==> src/rtl/uart_pkg.sv <==
// Shared types and constants for the UART receive frame sequencer.
// Optional parity support is selected with the UART_RX_PARITY_EN macro.
package uart_pkg;

    typedef enum logic [2:0] {
        IDLE,
        START,
        DATA,
        PARITY,
        STOP
    } rx_state_t;

    localparam logic PARITY_EVEN = 1'b0;
    localparam logic PARITY_ODD  = 1'b1;
    localparam logic IDLE_LEVEL  = 1'b1;

endpackage

==> src/rtl/uart_parity_calc.sv <==
// Expected parity bit for a received byte; even or odd selected by parity_type_i.
// Instantiated only when UART_RX_PARITY_EN is defined.
module uart_parity_calc #(
    parameter int unsigned DATA_W = 8
) (
    input  logic [DATA_W-1:0] data_i,
    input  logic              parity_type_i,
    output logic              parity_o
);

    assign parity_o = (^data_i) ^ parity_type_i;

endmodule

==> src/rtl/uart_rx_frame_ctrl.sv <==
// UART receive frame sequencer: start detect, mid-bit sampling, optional parity, stop check.
// Define UART_RX_PARITY_EN for 8E1/8O1 frames; undefined gives 8N1 with parity_err_o tied low.
module uart_rx_frame_ctrl
    import uart_pkg::*;
#(
    parameter int unsigned CLKS_PER_BIT = 16,
    parameter int unsigned DATA_W       = 8
) (
    input  logic              clk_i,
    input  logic              rst_i,
    input  logic              rx_i,
    input  logic              parity_type_i,
    output logic [DATA_W-1:0] data_out_o,
    output logic              data_valid_o,
    output logic              parity_err_o,
    output logic              frame_err_o,
    output logic              busy_o
);

    localparam int unsigned CntW = $clog2(CLKS_PER_BIT);
    localparam int unsigned IdxW = $clog2(DATA_W);
    localparam logic [CntW-1:0] CntLast = CntW'(CLKS_PER_BIT - 1);
    localparam logic [CntW-1:0] CntHalf = CntW'(CLKS_PER_BIT / 2 - 1);
    localparam logic [IdxW-1:0] IdxLast = IdxW'(DATA_W - 1);

    rx_state_t         state_q;
    logic [CntW-1:0]   cnt_q;
    logic [IdxW-1:0]   bit_idx_q;
    logic [DATA_W-1:0] shift_q;
    logic              rx_meta_q;
    logic              rx_s_q;
    logic [DATA_W-1:0] data_out_q;
    logic              data_valid_q;
    logic              parity_err_q;
    logic              frame_err_q;
    logic              busy_q;
    logic              parity_err_d;

    always_ff @(posedge clk_i) begin
        if (rst_i) begin
            rx_meta_q <= IDLE_LEVEL;
            rx_s_q    <= IDLE_LEVEL;
        end else begin
            rx_meta_q <= rx_i;
            rx_s_q    <= rx_meta_q;
        end
    end

`ifdef UART_RX_PARITY_EN
    logic ptype_q;
    logic par_bit_q;
    logic par_exp;

    uart_parity_calc #(
        .DATA_W(DATA_W)
    ) u_parity_calc (
        .data_i       (shift_q),
        .parity_type_i(ptype_q),
        .parity_o     (par_exp)
    );

    assign parity_err_d = (par_bit_q != par_exp);

    always_ff @(posedge clk_i) begin
        if (rst_i) begin
            ptype_q   <= PARITY_EVEN;
            par_bit_q <= 1'b0;
        end else begin
            if (state_q == IDLE && rx_s_q == 1'b0) begin
                ptype_q <= parity_type_i;
            end
            if (state_q == PARITY && cnt_q == CntLast) begin
                par_bit_q <= rx_s_q;
            end
        end
    end
`else
    logic unused_parity_type;
    assign unused_parity_type = parity_type_i;
    assign parity_err_d       = 1'b0;
`endif

    always_ff @(posedge clk_i) begin
        if (rst_i) begin
            state_q      <= IDLE;
            cnt_q        <= '0;
            bit_idx_q    <= '0;
            shift_q      <= '0;
            data_out_q   <= '0;
            data_valid_q <= 1'b0;
            parity_err_q <= 1'b0;
            frame_err_q  <= 1'b0;
            busy_q       <= 1'b0;
        end else begin
            data_valid_q <= 1'b0;
            unique case (state_q)
                IDLE: begin
                    cnt_q     <= '0;
                    bit_idx_q <= '0;
                    if (rx_s_q == 1'b0) begin
                        state_q <= START;
                        busy_q  <= 1'b1;
                    end
                end
                START: begin
                    if (cnt_q == CntHalf) begin
                        cnt_q <= '0;
                        if (rx_s_q == IDLE_LEVEL) begin
                            state_q <= IDLE;
                            busy_q  <= 1'b0;
                        end else begin
                            state_q <= DATA;
                        end
                    end else begin
                        cnt_q <= cnt_q + 1'b1;
                    end
                end
                DATA: begin
                    if (cnt_q == CntLast) begin
                        cnt_q   <= '0;
                        shift_q <= {rx_s_q, shift_q[DATA_W-1:1]};
                        if (bit_idx_q == IdxLast) begin
                            bit_idx_q <= '0;
`ifdef UART_RX_PARITY_EN
                            state_q   <= PARITY;
`else
                            state_q   <= STOP;
`endif
                        end else begin
                            bit_idx_q <= bit_idx_q + 1'b1;
                        end
                    end else begin
                        cnt_q <= cnt_q + 1'b1;
                    end
                end
                PARITY: begin
                    if (cnt_q == CntLast) begin
                        cnt_q   <= '0;
                        state_q <= STOP;
                    end else begin
                        cnt_q <= cnt_q + 1'b1;
                    end
                end
                STOP: begin
                    // A low stop bit still delivers the byte; IDLE re-arms on the low level.
                    if (cnt_q == CntLast) begin
                        cnt_q        <= '0;
                        data_valid_q <= 1'b1;
                        data_out_q   <= shift_q;
                        parity_err_q <= parity_err_d;
                        frame_err_q  <= ~rx_s_q;
                        state_q      <= IDLE;
                        busy_q       <= 1'b0;
                    end else begin
                        cnt_q <= cnt_q + 1'b1;
                    end
                end
                default: begin
                    state_q <= IDLE;
                    busy_q  <= 1'b0;
                end
            endcase
        end
    end

    assign data_out_o   = data_out_q;
    assign data_valid_o = data_valid_q;
    assign parity_err_o = parity_err_q;
    assign frame_err_o  = frame_err_q;
    assign busy_o       = busy_q;

endmodule
==> config.mk <==
export PLATFORM = sky130hd
export DESIGN_NAME = uart_rx_frame_ctrl
export DESIGN_NICKNAME = d
export VERILOG_FILES = /design/src/rtl/uart_pkg.sv /design/src/rtl/uart_parity_calc.sv /design/src/rtl/uart_rx_frame_ctrl.sv
export SDC_FILE = /design/constraint.sdc
export NUM_CORES = 1
export LEC_CHECK = 0
export ABC_AREA = 1
export BUFFER_PORTS_ARGS = -buffer_cell sky130_fd_sc_hd__clkbuf_2
export CAP_MARGIN = 20
export CELL_PAD_IN_SITES_DETAIL_PLACEMENT = 0
export CELL_PAD_IN_SITES_GLOBAL_PLACEMENT = 1
export CORE_MARGIN = 3
export CORE_UTILIZATION = 37
export CTS_CLUSTER_DIAMETER = 60
export DETAILED_ROUTE_END_ITERATION = 16
export PLACE_DENSITY_LB_ADDON = 0.2
export SETUP_SLACK_MARGIN = 0.5
export SLEW_MARGIN = 20
export SYNTH_ARGS = -nofsm -noshare
export SYNTH_HDL_FRONTEND = slang
export SYNTH_SLANG_ARGS = --single-unit
==> constraint.sdc <==
create_clock -name clk_i -period 1.21 [get_ports clk_i]
set_input_delay 0.0605 -clock clk_i [delete_from_list [all_inputs] [get_ports clk_i]]
set_output_delay 0.0605 -clock clk_i [all_outputs]
set_load 0.005 [all_outputs]
==> flow_summary.ini <==
[run_status]
outcome = finished, violations left
violations = setup timing

[synth]
ys.flop_type = sky130_fd_sc_hd__dfxtp_1
synthDominantAreaCellType = sky130_fd_sc_hd__dfxtp_1
asyncSetResetFlopFracSynth = 0
post_synth.cell_area_avg_um2 = 7.45
synth_enable_flop_cells = 0
synth.cell_area_um2 = 1330
yosysTopAreaCellShare = 0.465
synth-seq-cells = 31
synth_sequential_area_ratio = 0.465
synth-warning-count = 0
synth_cells = 179
post-synth-top-count-cell = sky130_fd_sc_hd__nor2_1
synth_area_leaders = sky130_fd_sc_hd__dfxtp_1, sky130_fd_sc_hd__nor2_1, sky130_fd_sc_hd__o21ai_0
netlist_top_cells_count = sky130_fd_sc_hd__nor2_1, sky130_fd_sc_hd__dfxtp_1, sky130_fd_sc_hd__nand2_1, sky130_fd_sc_hd__o21ai_0, sky130_fd_sc_hd__inv_1
mappedNetlistNets = 186
synth.distinct_cells = 23

[job]
max_cap_viol = 0

[final_layout]
share_of_final_layout_standard_cells_stronger_than_drive_strength_1 = 0.484
final-instance-count-excl-fill = 265
fillers = 339
final_nets = 226
area_growth_pct = 43.3
insertedDiodeCount = 0

[sta]
timing.clock.skew_ns = 0.00540
period_share = 1.05
final-setup-viol-count = 7
hold_violations = 0
slew_viol_final = 0
fin_crit_ns = 1.27
worst_slack_ns = -0.0624
max_clock_freq_mhz = 786
grt_setup_unrepaired = true

[worst_setup_path]
arrival_time_of_data_at_the_critical_path_endpoint_ns = 1.51
critical_path.max_fanout = 5
timing.critical_path.max_delay_family = flip-flops
worst_path_largest_cell_delay_ns = 0.35
crit_required_ns = 1.45
timing.critical_path.slowest_stage_cell = sky130_fd_sc_hd__dfxtp_2
start_kind = flip-flop
worstPathBufferInverterCount = 2
timing.critical_path.cells = ha_4, nand3_4, inv_4, nand2_8, nand2_8, inv_4, nor2_4, o21a_1
timing.setup.critical_path_class = reg2reg
end_kind = flip-flop

[place]
io_buffer_count = 13
detailedPlacementHpwl_mm = 2.06
post-place-cells = 247
place_congestion = 0.780

[die]
die_outline_width_um = 66.0
floorplan.initialDensity = 0.390
core_region_um2 = 3420
pin_count = 16
placementRows = 21
dieArea_um2 = 4360
die_y_um = 66.0

[clock_network]
cts_buffer_depth = 2
clk_sink_count = 31
tritoncts = built
numCtsBuffers = 5
root_buffer = sky130_fd_sc_hd__clkbuf_4
worst_setup_hold_path_clk_slew_ns = 0.10
clkLatencyLatePin_ns = 0.34
h-tree-depth = 2

[power_and_ir_drop]
power.density_nw_per_um2 = 1610
peakVddDrop_v = 0.00114
power.static_leakage_nw = 0.893
report.power.total_w = 0.00308

[grt]
antenna_found_initial = 0
grt_pass1_wl_mm = 5.22
grt_start_max_net_pins = 11
gr_util_all_layers = 0.161
overflow = 0
vias_in_the_first_global_route = 1193

[route]
firstDrtPassIters = 4
number_of_drc_violations_after_detailed_routing = 0
drtIter0Drc = 31
detail_route.wl_per_cell_um = 11.7
vias = 1241
ant_nets_after_route = 0
routed_wl_mm = 3.09
detail_route.vias_per_cell = 4.68

[worst_hold_path]
min-delay-path-class = in2reg
## cell usage in the layout (no fill, tap or decap), types with 2 or more instances in the layout
cell type	synthesis	layout
sky130_fd_sc_hd__inv_2	2	2
sky130_fd_sc_hd__clkbuf_4	0	5
sky130_fd_sc_hd__a21oi_1	8	6
sky130_fd_sc_hd__ha_1	3	2
sky130_fd_sc_hd__o21ai_2	0	9
sky130_fd_sc_hd__buf_4	2	20
sky130_fd_sc_hd__dfxtp_2	0	14
sky130_fd_sc_hd__nand3_2	2	4
sky130_fd_sc_hd__dfxtp_1	31	14
sky130_fd_sc_hd__inv_1	17	13
sky130_fd_sc_hd__nor2_1	43	38
sky130_fd_sc_hd__o21ai_1	0	9
sky130_fd_sc_hd__nand2_8	0	2
sky130_fd_sc_hd__nand3_1	5	2
sky130_fd_sc_hd__inv_4	0	3
sky130_fd_sc_hd__nor2_4	2	6
sky130_fd_sc_hd__or2_2	2	2
sky130_fd_sc_hd__buf_6	0	4
sky130_fd_sc_hd__o21ai_0	21	3
sky130_fd_sc_hd__dfxtp_4	0	3
sky130_fd_sc_hd__clkbuf_2	0	11
sky130_fd_sc_hd__nor2_2	2	3
sky130_fd_sc_hd__a21oi_2	0	2
sky130_fd_sc_hd__nand4_1	3	3
sky130_fd_sc_hd__nand2_2	3	9
sky130_fd_sc_hd__nand2_1	24	18
## area by class of cell
class,instances,area (um^2),share of cell area
Clock buffer,6,41.3,0.0216
Inverter,19,86.3,0.0452
Sequential cell,31,649,0.340
Timing Repair Buffer,37,280,0.147
Multi-Input combinational cell,125,767,0.401
Clock inverter,1,30.0,0.0157
Tap cell,46,57.6,0.0301
## report_power, final
part           switching [W]  total [W]  internal (W)
Sequential         0.0000893    0.00121       0.00112
Combinational       0.000588    0.00109      0.000507
Clock               0.000355   0.000780      0.000425
Total                0.00103    0.00308       0.00205
## sequential cells by signal, indices dropped and copies added, names as in the netlist
signal	flops
data_out_o	8
rx_meta_q	1
state_q	3
data_valid_o	1
rx_s_q	1
shift_q	8
cnt_q	4
busy_o	1
bit_idx_q	3
frame_err_o	1
## worst min-delay path: stages
cell and delay (ns):
sky130_fd_sc_hd__clkbuf_2 0.09, sky130_fd_sc_hd__buf_4 0.15, sky130_fd_sc_hd__a21oi_2 0.04
## logic make-up (layout without fill, tap and decap cells)
| kind of cell | after synthesis | count (layout) | synth area share |
|---|---|---|---|
| AOI/OAI and AO/OA | 32 | 32 | 0.127 |
| adders and majority gates | 3 | 3 | 0.0281 |
| buffers and inverters | 24 | 63 | 0.0741 |
| DFF | 31 | 31 | 0.465 |
| other | 1 | 1 | 0.00281 |
| and+or+nand+nor | 88 | 89 | 0.303 |
## final timing paths
check | start | to | slack (ns) | cells past startpoint
worst max-delay path | cnt_q[0] | bit_idx_q[0] | -0.06 | 8
worst min-delay path | rst_i | bit_idx_q[2] | 0.04 | 3
worst max register to register | cnt_q[0] | bit_idx_q[0] | -0.06 | 8
worst min register to register | rx_meta_q | rx_s_q | 0.42 | 1
## routing by layer
metal / global-route usage / wire length [um]
met5: 0 / 0
met4: 0.0736 / 66
met3: 0.0697 / 143
met2: 0.260 / 1500
met1: 0.182 / 1380
## through the flow
step	utilization	hold slack, ns	setup slack (ns)	setup TNS, ns	instance area, um^2
finish	0.560	0.0402	-0.0624	-0.204	1910
global route	0.560	0.0328	-0.119	-1.62	1910
CTS	0.525	-0.0863	-0.0127	-0.0573	1790
detailed placement	0.459	0.262	-0.0397	-0.108	1570
global placement	0.459	0.247	-0.0406	-0.0750	1570
floorplan	-	0.164	0.0492	0	1370
## timing repair
action | CTS | global route
gates cloned | 1 | 0
gates resized for setup | 32 | 38
setup buffers | 7 | 2
pin swaps | 10 | 10
setup endpoints to repair | 40 | 40
hold endpoints to repair | 1 | 1
Note: power is estimated with default switching activity, not from simulation.
